<file path="src/rtl/sram_port1_reader.sv">
// sram_port1_reader
// Reads a contiguous run of words from SRAM read port 1 and presents them as a
// valid/ready stream. Each word is tagged with its SRAM address, and the final
// word of the run is marked. A 2-entry skid FIFO absorbs the one-cycle SRAM
// read latency, so the block sustains one word per cycle when the consumer is
// always ready.
//
// Ports
//   wb_clk_i   : clock, shared with SRAM clk1
//   wb_rst_i   : synchronous active-high reset
//   start      : one-cycle command strobe; base_addr/length sampled with it
//   base_addr  : first word address
//   length     : word count, 0..2^ADDR_W
//   abort      : cancel the active transfer
//   busy       : transfer in progress (RUN or DRAIN)
//   done       : one-cycle completion pulse (normal end, abort, or length 0)
//   csb1/addr1 : SRAM port-1 chip select (active-low) and address
//   dout1      : SRAM port-1 read data, valid the cycle after the read
//   out_*      : output stream (valid/ready, data, address, last)
module sram_port1_reader #(
   parameter int unsigned ADDR_W = 8,
   parameter int unsigned DATA_W = 32
) (
   input  logic              wb_clk_i,
   input  logic              wb_rst_i,
   input  logic              start,
   input  logic [ADDR_W-1:0] base_addr,
   input  logic [ADDR_W:0]   length,
   input  logic              abort,
   output logic              busy,
   output logic              done,
   output logic              csb1,
   output logic [ADDR_W-1:0] addr1,
   input  logic [DATA_W-1:0] dout1,
   output logic              out_valid,
   input  logic              out_ready,
   output logic [DATA_W-1:0] out_data,
   output logic [ADDR_W-1:0] out_addr,
   output logic              out_last
);

   localparam int unsigned CNT_W = ADDR_W + 1;
   localparam int unsigned DEPTH = 2;

   typedef enum logic [1:0] {
      IDLE  = 2'd0,
      RUN   = 2'd1,
      DRAIN = 2'd2
   } state_e;

   state_e            state_q;
   logic [ADDR_W-1:0] rd_ptr_q;
   logic [CNT_W-1:0]  remaining_q;
   logic              done_q;

   // Read issued last cycle; its data is on dout1 this cycle
   logic              infl_q;
   logic [ADDR_W-1:0] infl_addr_q;
   logic              infl_last_q;

   logic [DATA_W-1:0] fifo_data_q [DEPTH];
   logic [ADDR_W-1:0] fifo_addr_q [DEPTH];
   logic [DEPTH-1:0]  fifo_last_q;
   logic              wr_idx_q;
   logic              rd_idx_q;
   logic [1:0]        count_q;

   logic              pop_c;
   logic              issue_c;
   logic [2:0]        commit_c;

   // Issue decision: never commit more words than the FIFO can hold.
   // csb1 must react to abort in the same cycle, so this stays combinational.
   always_comb begin
      pop_c    = (count_q != 2'd0) && out_ready;
      commit_c = 3'(count_q) + 3'(infl_q) - 3'(pop_c);
      issue_c  = (state_q == RUN) && (remaining_q != '0) && !abort &&
                 (commit_c < 3'd2);
   end

   // Control FSM, read pipeline and FIFO
   always_ff @(posedge wb_clk_i) begin
      if (wb_rst_i) begin
         state_q     <= IDLE;
         rd_ptr_q    <= '0;
         remaining_q <= '0;
         done_q      <= 1'b0;
         infl_q      <= 1'b0;
         infl_addr_q <= '0;
         infl_last_q <= 1'b0;
         for (int i = 0; i < DEPTH; i++) begin
            fifo_data_q[i] <= '0;
            fifo_addr_q[i] <= '0;
         end
         fifo_last_q <= '0;
         wr_idx_q    <= 1'b0;
         rd_idx_q    <= 1'b0;
         count_q     <= 2'd0;
      end else begin
         done_q <= 1'b0;
         infl_q <= issue_c;

         if (issue_c) begin
            rd_ptr_q    <= rd_ptr_q + ADDR_W'(1);
            remaining_q <= remaining_q - CNT_W'(1);
            infl_addr_q <= rd_ptr_q;
            infl_last_q <= (remaining_q == CNT_W'(1));
         end

         // Capture the word returned for last cycle's read
         if (infl_q) begin
            fifo_data_q[wr_idx_q] <= dout1;
            fifo_addr_q[wr_idx_q] <= infl_addr_q;
            fifo_last_q[wr_idx_q] <= infl_last_q;
            wr_idx_q              <= ~wr_idx_q;
         end
         if (pop_c) begin
            rd_idx_q <= ~rd_idx_q;
         end
         count_q <= count_q + 2'(infl_q) - 2'(pop_c);

         case (state_q)
            IDLE: begin
               if (start) begin
                  if (length == '0) begin
                     done_q <= 1'b1;
                  end else begin
                     state_q     <= RUN;
                     rd_ptr_q    <= base_addr;
                     remaining_q <= length;
                  end
               end
            end
            RUN, DRAIN: begin
               if (abort) begin
                  // Drop the FIFO contents and the word still in flight
                  state_q  <= IDLE;
                  done_q   <= 1'b1;
                  infl_q   <= 1'b0;
                  count_q  <= 2'd0;
                  wr_idx_q <= 1'b0;
                  rd_idx_q <= 1'b0;
               end else if (pop_c && fifo_last_q[rd_idx_q]) begin
                  state_q <= IDLE;
                  done_q  <= 1'b1;
               end else if ((state_q == RUN) && issue_c &&
                            (remaining_q == CNT_W'(1))) begin
                  state_q <= DRAIN;
               end
            end
            default: state_q <= IDLE;
         endcase
      end
   end

   assign busy      = (state_q != IDLE);
   assign done      = done_q;
   assign csb1      = ~issue_c;
   assign addr1     = rd_ptr_q;
   assign out_valid = (count_q != 2'd0);
   assign out_data  = fifo_data_q[rd_idx_q];
   assign out_addr  = fifo_addr_q[rd_idx_q];
   assign out_last  = out_valid && fifo_last_q[rd_idx_q];

endmodule

</file>
<file path="config.mk">
export PLATFORM = sky130hd
export DESIGN_NAME = sram_port1_reader
export DESIGN_NICKNAME = d
export VERILOG_FILES = /design/src/rtl/sram_port1_reader.sv
export SDC_FILE = /design/constraint.sdc
export NUM_CORES = 1
export LEC_CHECK = 0
export CAP_MARGIN = 10
export CELL_PAD_IN_SITES_DETAIL_PLACEMENT = 0
export CELL_PAD_IN_SITES_GLOBAL_PLACEMENT = 1
export CORE_AREA = 2 2 117 119
export DETAILED_ROUTE_END_ITERATION = 8
export DIE_AREA = 0 0 119 121
export PLACE_DENSITY = 0.9
export SLEW_MARGIN = 25
export SYNTH_ARGS = -nofsm -noshare
export SYNTH_HDL_FRONTEND = slang
export SYNTH_SLANG_ARGS = --single-unit
</file>
<file path="constraint.sdc">
create_clock -name wb_clk_i -period 4.4 [get_ports wb_clk_i]
set_clock_uncertainty 0.2 [all_clocks]
set_input_delay 0.88 -clock wb_clk_i [delete_from_list [all_inputs] [get_ports wb_clk_i]]
set_output_delay 0.88 -clock wb_clk_i [all_outputs]
set_load 0.02 [all_outputs]
</file>
==> summary.txt <==
Worst setup path
  • Max FO, Critical Path: 2
  • Crit-path cells: clkdlybuf4s50_1, o21ai_0, inv_1, ha_1, inv_1, ha_1, inv_1, fa_1, xnor2_2, nand4b_1, nor2_2, inv_2, clkbuf_2
  • WS Path Type: input port to primary output
  • CP Buf/Inv Count: 6
  • Crit-path slowest cell: clkdlybuf4s50_1
  • Critical Path Start Type: input port
  • Worst EP arrival: 3080 ps
  • WP data required: 3320 ps
  • CP top delay family: buffers and inverters
  • CP endpoint kind: primary output
  • Most common cell on crit path: inv_1
  • CP peak stage delay: 460 ps

Routing
  • Antenna violation net count after detailed routing: 0
  • WL met3: 619 um
  • Drt first pass iters: 4
  • First DRT Iteration DRCs: 227
  • Max Used Layer: met4
  • Avg WL per Cell: 15.1 um
  • # DRC: 0
  • Vias per inst: 4.91
  • Via count: 3628
  • WL met2: 5370 um
  • M1 WL: 5070 um
  • Routed WL: 11200 um

Logic synthesis
  • Dominant synthesized flop cell: edfxtp_1
  • EDFF count, synth: 80
  • Top cells by area, synth: edfxtp_1 (45%), dfxtp_1 (14%), and2_1 (9.5%)
  • Post-Syn Instances: 440
  • Most frequent cells after synthesis: and2_1 (80), edfxtp_1 (80), mux2_2 (40), dfxtp_1 (36), nor2_1 (28)
  • Syn_nets: 506
  • FF+latch count, synth: 116
  • Synthesized area: 5290 um^2
  • Yosys warns: 0
  • Mean post-synth cell area: 12.0 um^2
  • Yosys cell types: 43
  • Synth area leader: edfxtp_1
  • Top-area cell type share of the netlist area: 45.4%
  • Fraction of registers with async set/reset: 0%
  • Register area share after synthesis: 59.0%

Cells and area
  • Final Cell Area: 7180 um^2
  • Area grow syn2layout: 35.6%
  • Final #Nets: 617
  • Fin cells: 739
  • Antenna Cells: 0
  • Layout cells sized above 1: 15.6%
  • # fillers: 1102

CTS
  • Clock Pin Slew Worst Setup and Hold Paths: 50 ps
  • H-tree depth: 4
  • Clock Latency Late Sink: 410 ps
  • Total CTS buffers: 17
  • CTS tree: done
  • Clk sinks: 116
  • Clk buf depth: 2
  • Root Buffer: clkbuf_16

Power and ir drop
  • Clk network pwr share: 43.2%
  • Max VDD drop: 0.000272 V
  • Internal power: 2440 uW
  • Seq pwr share: 39.9%
  • Total power: 3210 uW
  • Static Leakage: 0.00267 uW
  • Net switching power: 777 uW
  • Power share of the combinational group: 16.8%
  • Sw Ratio: 24.2%
  • Power density over the cells: 448 nW/um^2

Placed design
  • Post-placement cell area: 6550 um^2
  • Port Buffers: 106
  • Final RePlAce weighted congestion: 0.784
  • # placed instances: 707
  • Placed wire-length estimate: 7300 um

Global route
  • First-pass GRT wire length: 18400 um
  • Vias in the first global route: 3713
  • Initial antenna violation count: 0
  • Largest net degree at the start of global routing: 42
  • GRT Resource Usage Total: 16.6%
  • Remaining global-route overflow: 0

Floorplanning
  • Rows: 42
  • Starting Density: 40.5%
  • Die Y: 121 um
  • Die width: 119 um
  • Die area: 14400 um^2
  • Core Region: 13100 um^2
  • Number of I/O pins: 107

Timing
  • Slew HR: 34.1%
  • Fmax: 240 MHz
  • Setup violators final: 0
  • RSZ-0062 raised after global routing: false
  • Pins Over Slew Limit: 0
  • Final critical-path required period: 4160 ps
  • Hold Slack: 257 ps
  • Fin. Hold Viols: 0
  • Slew @ Worst Pin: 989 ps
  • Setup_tns: 0 ps
  • Tcrit/Tclk final: 94.6%

Min path
  • Hold WC Path Type: flip-flop to flip-flop

Status
  • Status: completed

Flow run
  • Max_cap viols: 0
==> cells in the final DEF (no fill, tap or decap), types with 3 or more instances in the layout <==
master	instances
clkdlybuf4s50_1	105
and2_1	80
edfxtp_1	80
mux2_2	40
dfxtp_1	35
nor2_1	27
nand2_1	23
clkbuf_16	17
inv_1	16
a21oi_1	15
a211oi_1	13
xnor2_1	11
ha_1	11
nor3_1	9
buf_4	9
nand3_1	6
o21ai_0	5
mux2i_1	5
nor4_1	5
clkinv_1	5
bufinv_16	4
or2_2	3
==> worst paths after layout <==
kind              cells past startpoint  slack (ps)      startpoint              to
setup / recovery                     13         240       out_ready            csb1
hold / removal                        2         260  infl_addr_q[0]  infl_addr_q[0]
setup reg to reg                     13        1210      count_q[1]        addr1[7]
hold reg to reg                       2         260  infl_addr_q[0]  infl_addr_q[0]
==> worst register-to-register path: stages, from the launching register on <==
cell and delay (ps):
dfxtp_1 380, o21ai_0 250, inv_1 70, ha_1 270, inv_1 60, ha_1 130, inv_1 50, fa_1 410
xnor2_2 160, nand4b_1 170, buf_4 230, nor4_1 380, xnor2_1 110, a211oi_1 240
==> state kept, by name, summed over array words and instances, names as in the netlist <==
name / cells
infl_last_q: 1
fifo_addr_q: 16
infl_q: 1
wr_idx_q: 1
fifo_data_q: 64
rd_idx_q: 1
count_q: 2
infl_addr_q: 8
addr1: 8
state_q: 2
remaining_q: 9
fifo_last_q: 2
done: 1
==> per-stage QoR <==
| step | setup WS, ps | utilization (%) |
|---|---|---|
| floorplan | 482 | - |
| global placement | -193 | 50.1 |
| detailed placement | -186 | 50.1 |
| CTS | 3.56 | 54.6 |
| global route | 46.7 | 54.9 |
| finish | 239 | 54.9 |
==> cell families after synthesis <==
family	count (synthesis)	synth area share [%]
fa+ha+maj	12	2.98
simple gates	171	18.3
flops	116	59.0
xor+xnor	14	2.32
mux	45	9.45
compound gates	41	4.99
buf+inv	41	2.95
==> layout make-up <==
type / count / area [um^2] / share of cell area (%)
repair buffers: 116 / 1150 / 16.0
flip-flops and latches: 116 / 3120 / 43.5
clock buffers: 18 / 429 / 5.98
multi-input cells: 283 / 2020 / 28.2
inverters: 17 / 63.8 / 0.889
well taps: 176 / 220 / 3.07
clock inverters: 13 / 165 / 2.30
==> power by group through the flow <==
stage          Combinational, uW  Clock [uW]  Sequential, uW
6_report                     541        1390            1280
5_1_grt                      586        1460            1290
4_1_cts                      540        1410            1280
3_5_place_dp                 534           0            1300
3_3_place_gp                 528           0            1300
2_1_floorplan                319           0            1280
==> repair_timing <==
action | 4_1_cts | 5_1_grt
hold buffers | 0 | 0
setup buffers | 0 | 0
endpoints found under the setup margin | 1 | 1
pin swaps | 0 | 2
resized for setup | 2 | 3
==> per-layer routing <==
| layer | up-vias | global-route usage [%] |
|---|---|---|
| met2 | 117 | 27.4 |
| met3 | 13 | 5.31 |
| met1 | 1724 | 20.6 |
| met5 | - | 0 |
| met4 | 0 | 5.95 |
| li1 | 1774 | - |
No activity file was read; power rests on OpenSTA's default activity.
==> patch 1, RTL diff (config.mk and constraints unchanged) <==
Set the parameter `DATA_W` to 48 (it was 32).
--- a/src/rtl/sram_port1_reader.sv
+++ b/src/rtl/sram_port1_reader.sv
@@ -20,5 +20,5 @@
 module sram_port1_reader #(
    parameter int unsigned ADDR_W = 8,
-   parameter int unsigned DATA_W = 32
+   parameter int unsigned DATA_W = 48
 ) (
    input  logic              wb_clk_i,
Interface: changed (resized dout1 and out_data); port bits go from 107 to 139. No check against the original RTL was run, so the function may have changed too.
==> patch 1 against the unedited design <==
Die area unchanged. Critical path depth is the same. Area after synthesis rose by 27%. Register-to-register slack worse by 160 ps. Combinational power grew 31%. Worst setup slack worse by 14 ps. Total power grew 16%. Wire length grew 25%. Design area grew 25%. Sequential cell count rose by 32. Cell count rose by 16%. Largest power group is now registers.
==> patch 1: results (changes against the unedited design) <==
Placement
  • Global placement routability congestion: 0.853 (+8.7%)
  • Placed wire-length estimate: 8.95 mm (+23%)
  • Dpl ws: -166 ps (+20.9 ps)
  • Port Buffers: 138 (+30%)

Critical path
  • Maximum single-stage delay on the critical path: 560 ps (+100 ps)
  • Critical path's slowest cell: sky130_fd_sc_hd__fa_2
  • Top cell family by delay on the critical path: adder cells
  • Cell count of the worst reg-to-reg path: 13 (unchanged)

Global route
  • Largest net degree at the start of global routing: 57 (+36%)
  • Wire length of the first global-routing pass: 22.4 mm (+22%)
  • Vias in the first global route: 4568 (+23%)
  • Overall global routing resource usage: 20.1% (+3.4 points)

Cells and area
  • Registers with the most flip-flops: fifo_data_q (96), fifo_addr_q (16), remaining_q (9)
  • Share of cells above drive strength 1: 17.2% (+1.6 points)
  • Final net count: 749 (+21%)
  • Total of fill cells in the finished design: 933 (-15%)

Synth
  • Synthesized netlist net count: 607 (+20%)
  • Number of synthesized flops with an enable pin: 112 (+40%)
  • Leading post-synthesis cells by instance count: sky130_fd_sc_hd__and2_1 (114), sky130_fd_sc_hd__edfxtp_1 (112), sky130_fd_sc_hd__mux2_2 (57)
  • Seq/Total Area, Yosys: 60.6% (+1.7 points)
  • Synth unique cells: 50 (+16%)

Power and ir drop
  • Max IR drop VDD: 276 uV (+1.4%)
  • Part of the total power dissipated in combinational logic: 19.1% (+2.3 points)
  • Lkg Pwr: 3.33 nW (+25%)
  • Switching share of total power: 25.9% (+1.8 points)
  • Final total power: 3.72 mW (+16%)
  • Clk network pwr share: 37.1% (-6.1 points)

Outcome
  • Run status: finished, final reports clean

Routing
  • Average vias per placed instance: 5.21 (+6.2%)
  • First drt pass iteration count: 5 (+1)

Timing
  • Worst slew margin relative to its limit: 67.3% (+33 points)
-- patch 1: metrics by stage --
stage	util (%)	instances	area, sq um
2_1_floorplan	-	525	6730
3_3_place_gp	63.9	824	8360
3_5_place_dp	63.9	824	8360
4_1_cts	68.3	856	8940
5_1_grt	68.4	856	8950
6_report	68.4	856	8950
-- patch 1: final timing paths --
| kind | start | end | slack, ps |
|---|---|---|---|
| worst max-delay path | out_ready | csb1 | 230 |
| worst min-delay path | infl_addr_q[6] | infl_addr_q[6] | 260 |
| worst max register to register | count_q[1] | remaining_q[8] | 1050 |
| worst min register to register | infl_addr_q[6] | infl_addr_q[6] | 260 |
-- patch 1: worst min-delay path: cells and delay by family (launching register included) --
kind             cells  cell delay [ps]
flip-flops           1              310
AND/OR/NAND/NOR      1               50
AO/OA/AOI/OAI        1               50
-- patch 1: timing repair --
item / in CTS / in global routing
hold buffers: 0 / 0
gates resized for setup: 1 / 4
endpoints found under the setup margin: 1 / 1
-- patch 1: metal layers --
layer  GRT usage, %  routed length (um)  share of wire, %
met4           5.65                 144               1.0
met5              0                   0                 0
met1           24.7                6010                43
met3           6.25                 884               6.3
met2           34.2                6890                49
-- patch 1: final cells by class --
type / instances / share of cell area, %
sequential: 148 / 45.6
multi-input combinational: 336 / 28.0
timing repair buffer: 151 / 16.9
clock buffer: 20 / 5.12
tap: 176 / 2.46
clock inverter: 12 / 1.33
inverter: 13 / 0.573
-- patch 1: cells by family after synthesis --
group / count (synthesis) / share of synthesized area, %
simple gates: 210 / 18.7
flops: 148 / 60.6
mux: 60 / 9.98
buf+inv: 41 / 2.51
compound gates: 39 / 3.75
xor+xnor: 15 / 2.06
fa+ha+maj: 12 / 2.34
==> patch 2, RTL diff (config.mk and constraints unchanged) <==
Without the edit above. Make the reset (`wb_rst_i`) asynchronous in one clocked block. Comments in the files are not updated.
--- a/src/rtl/sram_port1_reader.sv
+++ b/src/rtl/sram_port1_reader.sv
@@ -80,5 +80,5 @@
 
    // Control FSM, read pipeline and FIFO
-   always_ff @(posedge wb_clk_i) begin
+   always_ff @(posedge wb_clk_i or posedge wb_rst_i) begin
       if (wb_rst_i) begin
          state_q     <= IDLE;
Function: differs if wb_rst_i is asserted again (counterexample within 4 cycles, from zero or initial values and one cycle with wb_rst_i high); with wb_rst_i held inactive, the same outputs for 4 cycles.
==> patch 2 against the unedited design <==
Wire length increased by 1.6%. Area after synthesis increased by 2.0%. Design area increased by 1.6%. Global-route usage increased by 0.19 points. Via count decreased by 1.9%. Hold slack improved by 43 ps. Sequential cell count unchanged. Critical path depth decreased by 1. Worst setup slack got worse by 46 ps. Critical path type unchanged. Critical endpoint unchanged.
Power is not compared: it rests on default switching activity, and its combinational part moved more than twofold at a synthesized area within 25%.
==> patch 2: results (changes against the unedited design) <==
Cells and area
  • Count of multi-input combinational gates: 259 (-8.5%)
  • Signal buffers: 114 (-1.7%)
  • Total of fill cells in the finished design: 1084 (-1.6%)
  • Relative area of clock buffers and inverters in the final design: 8.41% (+0.13 points)
  • Final net count: 588 (-4.7%)
  • Portion of the layout cell area used by non-clock buffers: 15.3% (-0.73 points)
  • Non-clock inverters: 14 (-3)
  • Final Util: 55.7% (+0.87 points)
  • Share of cells above drive strength 1: 33.3% (+18 points)
  • Non-filler cells in the finished layout: 711 (-3.8%)
  • CLK BUF: 23 (+5)
  • FF+latch area: 2900 sq um (-7.0%)
  • Multi-input combinational cell area: 2380 sq um (+18%)

Synth
  • Synth unique cells: 33 (-23%)
  • Post-synthesis instance total: 410 (-6.8%)
  • Synthesized netlist net count: 476 (-5.9%)
  • Share of synthesized flip-flops with an asynchronous set or reset: 100% (+100 points)
  • Number of synthesized flops with an enable pin: 0 (-100%)
  • Proportion of synthesized area in mux cells: 27.9% (+18 points)
  • Top post-synthesis cells by area: sky130_fd_sc_hd__dfrtp_1 (54%), sky130_fd_sc_hd__mux2_2 (26%), sky130_fd_sc_hd__ha_1 (2.5%)
  • Adder and majority gate portion of the synthesized area: 2.92% (-0.058 points)
  • XOR/XNOR Fraction of Synth Area: 2.60% (+0.28 points)
  • Seq/Total Area, Yosys: 53.8% (-5.2 points)
  • Top FF cell, synth: sky130_fd_sc_hd__dfrtp_1
  • Complex-gate fraction of the synthesized area: 3.11% (-1.9 points)

Routing
  • Routed wire length: 11.4 mm (+1.6%)
  • Met2 WL: 5.62 mm (+4.5%)
  • Met3 Wirelength: 453 um (-27%)
  • Routed metal-1 wire length: 5.15 mm (+1.6%)
  • Number of vias in the routed layout: 3560 (-1.9%)
  • DRC violation total after the first TritonRoute iteration: 112 (-51%)

Global route
  • Overall global routing resource usage: 16.8% (+0.19 points)
  • Fraction of met3 tracks used by global routing: 4.51% (-0.80 points)
  • Met2 capacity usage during global routing: 28.7% (+1.4 points)
  • Met1 Use GR: 20.9% (+0.35 points)
  • Largest net degree at the start of global routing: 94 (+120%)
  • Wire length of the first global-routing pass: 19.0 mm (+3.1%)
  • Vias in the first global route: 3931 (+5.9%)
  • Initial antenna violation count: 0 (unchanged)

Power and ir drop
  • Final total power: between 5 and 6 mW
  • Total net switching power: around 1.9 mW

Outcome
  • Run status: finished, final reports clean

Critical path
  • Maximum single-stage delay on the critical path: 410 ps (-50 ps)
  • Reg2reg setup slack: 950 ps (-260 ps)
  • Largest driver fanout on the critical path: 2 (unchanged)

Min path
  • HP Class: flop to flop
  • Hold path cells: 1 (-1)

Timing
  • Final worst hold slack: 300 ps (+43.3 ps)
  • Final worst-path cycle share: 95.6% (+1.0 points)
  • Worst slew margin relative to its limit: 45.5% (+11 points)

Placement
  • Global placement routability congestion: 0.833 (+6.2%)
  • Placed cells: 679 (-4.0%)
  • Placed wire-length estimate: 7.61 mm (+4.3%)
  • Dpl ws: -184 ps (+2.39 ps)
  • Post-detailed-placement cell area: 6680 sq um (+2.0%)
patch 2: cell count changes in the layout (fill, tap and decap cells not counted), moves of 7 or more:
cell and delta:
sky130_fd_sc_hd__dfrtp_1 +115, sky130_fd_sc_hd__mux2_2 +86, sky130_fd_sc_hd__and2_1 -80, sky130_fd_sc_hd__edfxtp_1 -80
sky130_fd_sc_hd__dfxtp_1 -35, sky130_fd_sc_hd__nor2_1 -20, sky130_fd_sc_hd__o21ai_1 +19, sky130_fd_sc_hd__a211oi_1 -13
sky130_fd_sc_hd__xor2_1 +9, sky130_fd_sc_hd__a21oi_1 -7, sky130_fd_sc_hd__nand3_1 +7
patch 2: final timing paths:
kind	from	to
max	out_ready	csb1
min	fifo_addr_q[2]	fifo_addr_q[2]
max reg2reg	count_q[1]	addr1[5]
min reg2reg	fifo_addr_q[2]	fifo_addr_q[2]
max in group asynchronous	wb_rst_i	remaining_q[0]
min in group asynchronous	wb_rst_i	fifo_data_q[48]
